`config.mk`:
```
export PLATFORM = sky130hd
export DESIGN_NAME = step_sequencer
export DESIGN_NICKNAME = d
export VERILOG_FILES = /design/src/rtl/step_sequencer.sv
export SDC_FILE = /design/constraint.sdc
export NUM_CORES = 1
export LEC_CHECK = 0
export BUFFER_PORTS_ARGS = -buffer_cell sky130_fd_sc_hd__buf_2
export CORE_MARGIN = 2
export CORE_UTILIZATION = 55
export DETAILED_ROUTE_END_ITERATION = 8
export MAX_ROUTING_LAYER = met4
export PLACE_DENSITY_LB_ADDON = 0.05
export SKIP_LAST_GASP = 1
export SLEW_MARGIN = 20
export SYNTH_ARGS = -nofsm -noshare
export SYNTH_HDL_FRONTEND = slang
export SYNTH_SLANG_ARGS = --single-unit
```
`constraint.sdc`:
```
create_clock -name clk -period 3.7 [get_ports clk]
set_clock_uncertainty 0.2 [all_clocks]
set_input_delay 0.555 -clock clk [delete_from_list [all_inputs] [get_ports clk]]
set_output_delay 0.555 -clock clk [all_outputs]
set_load 0.02 [all_outputs]
```
`src/rtl/step_sequencer.sv`:
```
// Pattern step sequencer driving a voice's tone_freq and gate from a STEPS-entry
// pattern. Each step is reloaded through a one-cycle LOAD so the voice gate always retriggers.
module step_sequencer #(
  parameter int STEPS     = 8,
  parameter int TICK_DIV  = 1000,
  parameter int FREQ_BITS = 16,
  localparam int AW       = $clog2(STEPS)
) (
  input  logic                 clk,
  input  logic                 rst_n,
  input  logic                 run,
  input  logic [15:0]          step_ticks,
  input  logic [15:0]          gate_ticks,
  input  logic                 wr_en,
  input  logic [AW-1:0]        wr_addr,
  input  logic [FREQ_BITS-1:0] wr_freq,
  input  logic                 wr_rest,
  output logic [FREQ_BITS-1:0] tone_freq,
  output logic                 gate,
  output logic [AW-1:0]        step_idx,
  output logic                 step_strobe
);

  localparam int PW = (TICK_DIV > 1) ? $clog2(TICK_DIV) : 1;
  localparam logic [PW-1:0] PRE_MAX = PW'(TICK_DIV - 1);

  typedef enum logic [1:0] {
    IDLE     = 2'd0,
    LOAD     = 2'd1,
    GATE_ON  = 2'd2,
    GATE_OFF = 2'd3
  } state_t;

  state_t               state_r;
  state_t               state_nxt_s;
  logic [PW-1:0]        pre_r;
  logic [15:0]          tick_cnt_r;
  logic [15:0]          step_ticks_r;
  logic [15:0]          gate_ticks_r;
  logic                 rest_r;
  logic [FREQ_BITS-1:0] pat_freq_r [STEPS];
  logic                 pat_rest_r [STEPS];

  logic                 running_s;
  logic                 tick_s;
  logic [15:0]          cnt_inc_s;
  logic                 step_end_s;
  logic                 gate_end_s;
  logic                 load_s;
  logic [AW-1:0]        load_addr_s;
  logic                 gate_nxt_s;
  logic                 strobe_nxt_s;

  // Tick detection and end-of-step / end-of-gate conditions
  always_comb begin
    running_s  = (state_r == GATE_ON) || (state_r == GATE_OFF);
    cnt_inc_s  = tick_cnt_r + 16'd1;
    step_end_s = (cnt_inc_s >= step_ticks_r);
    gate_end_s = (cnt_inc_s >= gate_ticks_r);
    if (running_s && (pre_r == PRE_MAX)) begin
      tick_s = 1'b1;
    end else begin
      tick_s = 1'b0;
    end
  end

  // State register
  always_ff @(posedge clk or negedge rst_n) begin
    if (!rst_n) begin
      state_r <= IDLE;
    end else begin
      state_r <= state_nxt_s;
    end
  end

  // Next-state logic; step end takes priority over gate end on a shared tick
  always_comb begin
    state_nxt_s = state_r;
    case (state_r)
      IDLE: begin
        if (run) begin
          state_nxt_s = LOAD;
        end else begin
          state_nxt_s = IDLE;
        end
      end
      LOAD: begin
        if (!run) begin
          state_nxt_s = IDLE;
        end else if (!rest_r && (gate_ticks_r != 16'd0)) begin
          state_nxt_s = GATE_ON;
        end else begin
          state_nxt_s = GATE_OFF;
        end
      end
      GATE_ON: begin
        if (!run) begin
          state_nxt_s = IDLE;
        end else if (tick_s && step_end_s) begin
          state_nxt_s = LOAD;
        end else if (tick_s && gate_end_s) begin
          state_nxt_s = GATE_OFF;
        end else begin
          state_nxt_s = GATE_ON;
        end
      end
      GATE_OFF: begin
        if (!run) begin
          state_nxt_s = IDLE;
        end else if (tick_s && step_end_s) begin
          state_nxt_s = LOAD;
        end else begin
          state_nxt_s = GATE_OFF;
        end
      end
      default: begin
        state_nxt_s = IDLE;
      end
    endcase
  end

  // Output decode from the upcoming state so the registered outputs track the state
  always_comb begin
    load_s       = (state_nxt_s == LOAD);
    strobe_nxt_s = load_s;
    gate_nxt_s   = (state_nxt_s == GATE_ON);
    if (state_r == IDLE) begin
      load_addr_s = '0;
    end else begin
      load_addr_s = step_idx + AW'(1);
    end
  end

  // Step datapath: the pattern is read on the edge entering LOAD, so a same-edge write is not seen
  always_ff @(posedge clk or negedge rst_n) begin
    if (!rst_n) begin
      tone_freq    <= '0;
      gate         <= 1'b0;
      step_idx     <= '0;
      step_strobe  <= 1'b0;
      pre_r        <= '0;
      tick_cnt_r   <= 16'd0;
      step_ticks_r <= 16'd1;
      gate_ticks_r <= 16'd0;
      rest_r       <= 1'b1;
    end else begin
      step_strobe <= strobe_nxt_s;
      gate        <= gate_nxt_s;
      if (load_s) begin
        tone_freq    <= pat_freq_r[load_addr_s];
        rest_r       <= pat_rest_r[load_addr_s];
        step_idx     <= load_addr_s;
        step_ticks_r <= (step_ticks == 16'd0) ? 16'd1 : step_ticks;
        gate_ticks_r <= gate_ticks;
        tick_cnt_r   <= 16'd0;
        pre_r        <= '0;
      end else if (running_s && (state_nxt_s != IDLE)) begin
        if (tick_s) begin
          pre_r      <= '0;
          tick_cnt_r <= cnt_inc_s;
        end else begin
          pre_r      <= pre_r + PW'(1);
          tick_cnt_r <= tick_cnt_r;
        end
      end else begin
        pre_r      <= '0;
        tick_cnt_r <= 16'd0;
      end
    end
  end

  // Pattern memory; reset leaves every step a silent rest
  always_ff @(posedge clk or negedge rst_n) begin
    if (!rst_n) begin
      for (int i = 0; i < STEPS; i++) begin
        pat_freq_r[i] <= '0;
        pat_rest_r[i] <= 1'b1;
      end
    end else if (wr_en) begin
      pat_freq_r[wr_addr] <= wr_freq;
      pat_rest_r[wr_addr] <= wr_rest;
    end
  end

endmodule
```
==> After elaboration in Yosys (flattened, before gate mapping) <==
Cells that the tools add are included.
{ "classes": {"magnitude_cmp": 5, "addsub": 3, "bitwise": 2, "eq_ne": 7, "mux": 30, "reduce_logical": 12} }
{ "op_table": {"columns": ["operator", "count"], "rows": [
  ["bitwise mux 128 bit", 1],
  ["two-way mux 16 bit", 7],
  ["binary-select mux 16 bit (select 3 bit)", 1],
  ["demux 16 bit (select 3 bit)", 1],
  ["greater-or-equal comparator 16 bit", 2],
  ["two-way mux 10 bit", 3],
  ["adder 16 x 1 -> 16 bit, second input constant", 1],
  ["logical NOT 16 bit", 1],
  ["nonzero test 16 bit", 1],
  ["adder 10 x 1 -> 10 bit, second input constant", 1],
  ["equality test 10 bit, second input constant", 1],
  ["two-way mux 2 bit", 5],
  ["bitwise mux 8 bit", 1],
  ["greater-or-equal comparator 4 bit, second input constant", 2],
  ["inverter 3 -> 4 bit", 2],
  ["one-hot mux 2 bit (4 select lines)", 1],
  ["two-way mux 1 bit", 7],
  ["equality test 2 bit, second input constant", 3],
  ["logical AND 1 bit", 6],
  ["equality test 2 x 1 -> 1 bit, second input constant", 2],
  ["< comparator 4 x 1 -> 1 bit, second input constant", 1],
  ["adder 3 x 1 -> 3 bit, second input constant", 1],
  ["binary-select mux 1 bit (select 3 bit)", 1],
  ["demux 1 bit (select 3 bit)", 1],
  ["6 further kinds", 6]
]} }
{ "word_totals": {"regBits": 218, "in_bits": 56, "word_cells": 85, "output_inout_bits": 21} }

==> Depth between registers and ports, before layout <==
{ "logic_depth": {"ltp_word": 13, "mapped_depth": 16, "ltp_nobuf": 12} }

==> Least setup slack after synthesis <==
Ideal clock, no wire load.
{ "synth_path": {"kind": "register -> register", "startpoint": "register tick_cnt_r[2]", "endpoint": "register gate_ticks_r[0]", "path_stages_with_launch": 16, "period_less_slack_ns": 3.915, "path_buffers": 3, "t_arrival_ns": 3.590, "setup_slack_ns": -0.215, "required_ns": 3.375, "setup_time_ns": 0.125, "path_cell_list": "dfrtp_1 > and3_1 > and3_1 > clkbuf_1 > and3_1 > clkbuf_1 > and3_1 > xor2_1 > ha_1 > nand4_1 > nor3_1 > or4b_2 > nand4_1 > o221ai_4 > buf_6 > mux2_4"} }
{ "synth_between": {"elab_chain_len": 8, "word_cells_on_any_way": 12, "classes_between": "add/sub (1); order compare (2); eq/ne (1); mux (6); reduce/logical (2)"} }
{ "synth_lines": {"columns": ["item", "line", "text"], "rows": [
  ["start: declaration", "37", "logic [15:0] tick_cnt_r;"],
  ["start signal: assignment", "160", "tick_cnt_r <= cnt_inc_s;"],
  ["start signal: assignment", "163", "tick_cnt_r <= tick_cnt_r;"],
  ["adder 16 x 1 -> 16 bit *", "57", "cnt_inc_s = tick_cnt_r + 16'd1;"],
  ["greater-or-equal comparator 16 bit", "59", "gate_end_s = (cnt_inc_s >= gate_ticks_r);"],
  ["logical AND 1 bit", "101", "end else if (tick_s && gate_end_s) begin"],
  ["two-way mux 1 bit", "101", null],
  ["two-way mux 2 bit", "99", "end else if (tick_s && step_end_s) begin"],
  ["two-way mux 2 bit", "97", "if (!run) begin"],
  ["one-hot mux 2 bit (4 select lines) *", "79", "case (state_r)"],
  ["equality test 2 x 1 -> 1 bit *", "124", "load_s = (state_nxt_s == LOAD);"],
  ["end signal: assignment", "154", "gate_ticks_r <= gate_ticks;"],
  ["end: declaration", "39", "logic [15:0] gate_ticks_r;"]
]} }
Mark *: on every way between the ends. The rest lies on a longest branch, timed or not.
A chain may end at the register's enable or synchronous reset.

==> Final worst setup path <==
{ "layout_path": {"startpoint": "register tick_cnt_r[1]", "endpoint": "register step_ticks_r[7]"} }
{ "layout_between": {"elab_chain_len": 8, "word_cells_on_any_way": 12, "classes_between": "add/sub (1); order compare (2); eq/ne (1); mux (6); reduce/logical (2)"} }
{ "layout_lines": {"columns": ["item", "line", "text"], "rows": [
  ["adder 16 x 1 -> 16 bit *", "57", null],
  ["greater-or-equal comparator 16 bit", "59", null],
  ["logical AND 1 bit", "101", null],
  ["two-way mux 1 bit", "101", null],
  ["two-way mux 2 bit", "99", null],
  ["two-way mux 2 bit", "97", null],
  ["one-hot mux 2 bit (4 select lines) *", "79", null],
  ["equality test 2 x 1 -> 1 bit *", "124", null],
  ["end signal: assignment", "153", "step_ticks_r <= (step_ticks == 16'd0) ? 16'd1 : step_ticks;"],
  ["end: declaration", "38", "logic [15:0] step_ticks_r;"]
]} }
Marked as above.

==> flow_summary.toml <==
[synthesis]
synth.most_common_cell = "dfrtp_1"
synth_common_cells = "208 x dfrtp_1, 156 x mux2_2, 48 x mux2_4, 35 x ha_1, 34 x inv_1"
synth_fp_nets = 877
synth.top_cells.by_area = "dfrtp_1 49%, mux2_2 17%, mux2_4 6.8%"
yosysWarningCount = 0
synth_edf_count = 0
ys_seq_area_share_pct = 51.6
synth_cell_type_count = 46
synth_flop_cell = "dfrtp_1"
synth_seq_cells = 218
yosysTopAreaCellShare_pct = 49.1
syn_inst = 786
syn_area_per_cell_sq_um = 13.5
synth.largest_area_cell = "dfrtp_1"
netlist_area_sq_um = 10600
synthArstFlopShare_pct = 100

[floorplan]
die_area_sq_um = 20400
dieHeight_microns = 143
core_sq_um = 18800
die_w_microns = 143
start_util_pct = 56.3
io_pins = 77
rows = 50

[power]
power_mw = 8.61
comb_power_share_pct = 32.5
p_leak_nw = 5.95
switchingPower_mw = 2.64
swShare_pct = 30.6
seq_power_share_pct = 40.3
irDropWorstVdd_v = 0.000475
power_frac_clock_pct = 27.1
p_int_mw = 5.98
p_per_area_nw_per_um2 = 666

[critical_path]
end_kind = "register"
path_max_fanout = 6
path_common_cell = "and3_4"
crit_required_ps = 3910
cp-start-kind = "register"
cpMaxStageDelayCell = "dfrtp_1"
slowest_delay_ps = 410
arrival_ps = 3990
crit_chain = "buf_4 > and3_4 > and3_4 > and3_4 > xor2_4 > buf_6 > ha_4 > nand2_4 > nor4_4 > a22oi_1 > buf_4 > a211oi_4 > o221ai_4 > buf_6 > buf_8 > clkbuf_16 > mux2_4"
crit_type = "register to register"

[clock_tree]
clk_path_buf_depth = 3
cts.htree.levels = 1
cts.sinks = 218
clkLatencyLatePin_ps = 520
clockRootBuffer = "clkbuf_16"
cts_made_buffers = 24
cts_tree = "yes"
cts.clk_slew.worst_paths_ps = 60

[global_route]
grt_antenna_before_repair = 0
track_usage_pct = 25.9
grt_overflow = 0
grt_max_degree = 105
grt_pass1_vias = 7393
grt_pass1_wl_microns = 39900

[timing]
final_max_slew_viol_count = 0
worst_slack_ps = -81.8
tightest_slew_ps = 793
setup_viol = 32
layout_min_cycle_time_ps = 3780
fin_crit_sh_pct = 102
maxSlewHeadroom_pct = 47.2
hold_viol = 0
tns_ps = -2220
rsz0062_at_grt = "true"
max_freq_mhz = 264

[place]
dp_slack_ps = -120
gp_congestion = 0.890
hpwl_microns = 15900
placedInstanceArea_sq_um = 11600
numPortBuffers = 76

[route]
drt-initial-drc-count = 414
vias_per_cell = 5.83
drc = 0
num_vias = 6994
wl_per_cell_microns = 21.2
drt_wl_total_microns = 25400
drtPass1Iterations = 5
ant_nets = 0

[finish]
fin_nets = 1014
drive_above_1_share_pct = 48.0
syn2layout_area_growth_pct = 22.1
diodes = 0
fin_area_sq_um = 12900

[worst_hold_path]
hp-class = "primary input to register"

[flow_run]
max_cap_viol_count = 0

[status]
status = "finished with violations"
violations = "negative setup slack"
## cell usage in the layout (no fill, tap or decap), types with 17 or more instances in the layout
| cell | count |
|---|---|
| a21oi_1 | 19 |
| buf_2 | 75 |
| buf_4 | 53 |
| clkbuf_16 | 27 |
| dfrtp_1 | 207 |
| ha_1 | 32 |
| inv_1 | 34 |
| mux2_2 | 156 |
| mux2_4 | 48 |
| mux4_2 | 17 |
| nand2_1 | 21 |
| nor2_1 | 18 |
| o21ai_0 | 27 |
| o221ai_1 | 17 |
| o22ai_1 | 17 |
## worst paths after layout
check	startpoint	endpoint	slack [ps]	cells after the start
setup reg to reg	tick_cnt_r[1]$_DFFE_PN0P_	step_ticks_r[7]$_DFFE_PN0N_	-80	17
min in group asynchronous	rst_n	pre_r[6]$_DFF_PN0_	470	2
hold / removal	gate_ticks[9]	gate_ticks_r[9]$_DFFE_PN0N_	60	2
setup / recovery	tick_cnt_r[1]$_DFFE_PN0P_	step_ticks_r[7]$_DFFE_PN0N_	-80	17
hold reg to reg	pat_freq_r[43]$_DFFE_PN0P_	pat_freq_r[43]$_DFFE_PN0P_	300	1
max in group asynchronous	rst_n	pat_rest_r[6]$_DFFE_PN1P_	1980	3
## power groups by stage
stage	logic, mW	registers (mW)	clock network, mW
floorplan	1.80	3.45	0
detailed placement	2.57	3.49	0
finish	2.80	3.47	2.34
CTS	2.74	3.47	2.39
global route	3.04	3.54	2.50
global placement	2.48	3.45	0
## metal layers
layer	wire (microns)	global-route usage [%]
met1	10600	32.8
met2	13100	44.1
met3	849	3.29
met4	811	7.92
met5	0	-
## flip-flops by register name, indices dropped and copies added (netlist names)
name / count
pat_freq_r: 128
gate_ticks_r: 16
step_ticks_r: 16
tick_cnt_r: 16
tone_freq: 16
pre_r: 10
pat_rest_r: 8
step_idx: 3
state_r: 2
gate: 1
rest_r: 1
step_strobe: 1
## timing repair
action                                 4_1_cts  5_1_grt
setup buffers                               14       10
pin swaps                                   10       15
endpoints found under the hold margin      101        0
gates cloned                                 4        3
resized for setup                           20       17
setup endpoints to repair                   51       53
hold buffers                                 1        0
## cell type report
type	instances	area, sq um
well taps	260	325
multi-input cells	496	5030
fillers	1344	5900
inverters	34	128
clock buffers	39	747
flip-flops and latches	218	5470
repair buffers	149	1190
clock inverters	4	47.5
## logic make-up (layout without fill, tap and decap cells)
| family | after synthesis | in the layout | share of synthesized area, % |
|---|---|---|---|
| AOI/OAI and AO/OA | 110 | 110 | 7.04 |
| buffers and inverters | 72 | 226 | 2.98 |
| muxes | 222 | 222 | 27.1 |
| and+or+nand+nor | 106 | 106 | 5.27 |
| xor gates and xnor gates | 23 | 23 | 1.90 |
| DFF | 218 | 218 | 51.6 |
| adders and majority gates | 35 | 35 | 4.13 |
## stage by stage
stage,hold slack (ps),cells,util (%)
after detailed placement,288,1125,61.5
after global placement,278,1125,61.5
final,62.1,1200,68.7
after floorplan,59.4,786,-
after global routing,51.1,1200,68.7
after CTS,50.3,1187,67.3
## critical path: cells and delay by family, from the launching register on
family	cells	cell delay, ps
and+or+nand+nor	5	900
buffers and inverters	6	880
AOI/OAI and AO/OA	3	560
DFF	1	410
muxes	1	290
adders and majority gates	1	270
xor gates and xnor gates	1	160
Note: power is estimated with default switching activity, not from simulation.
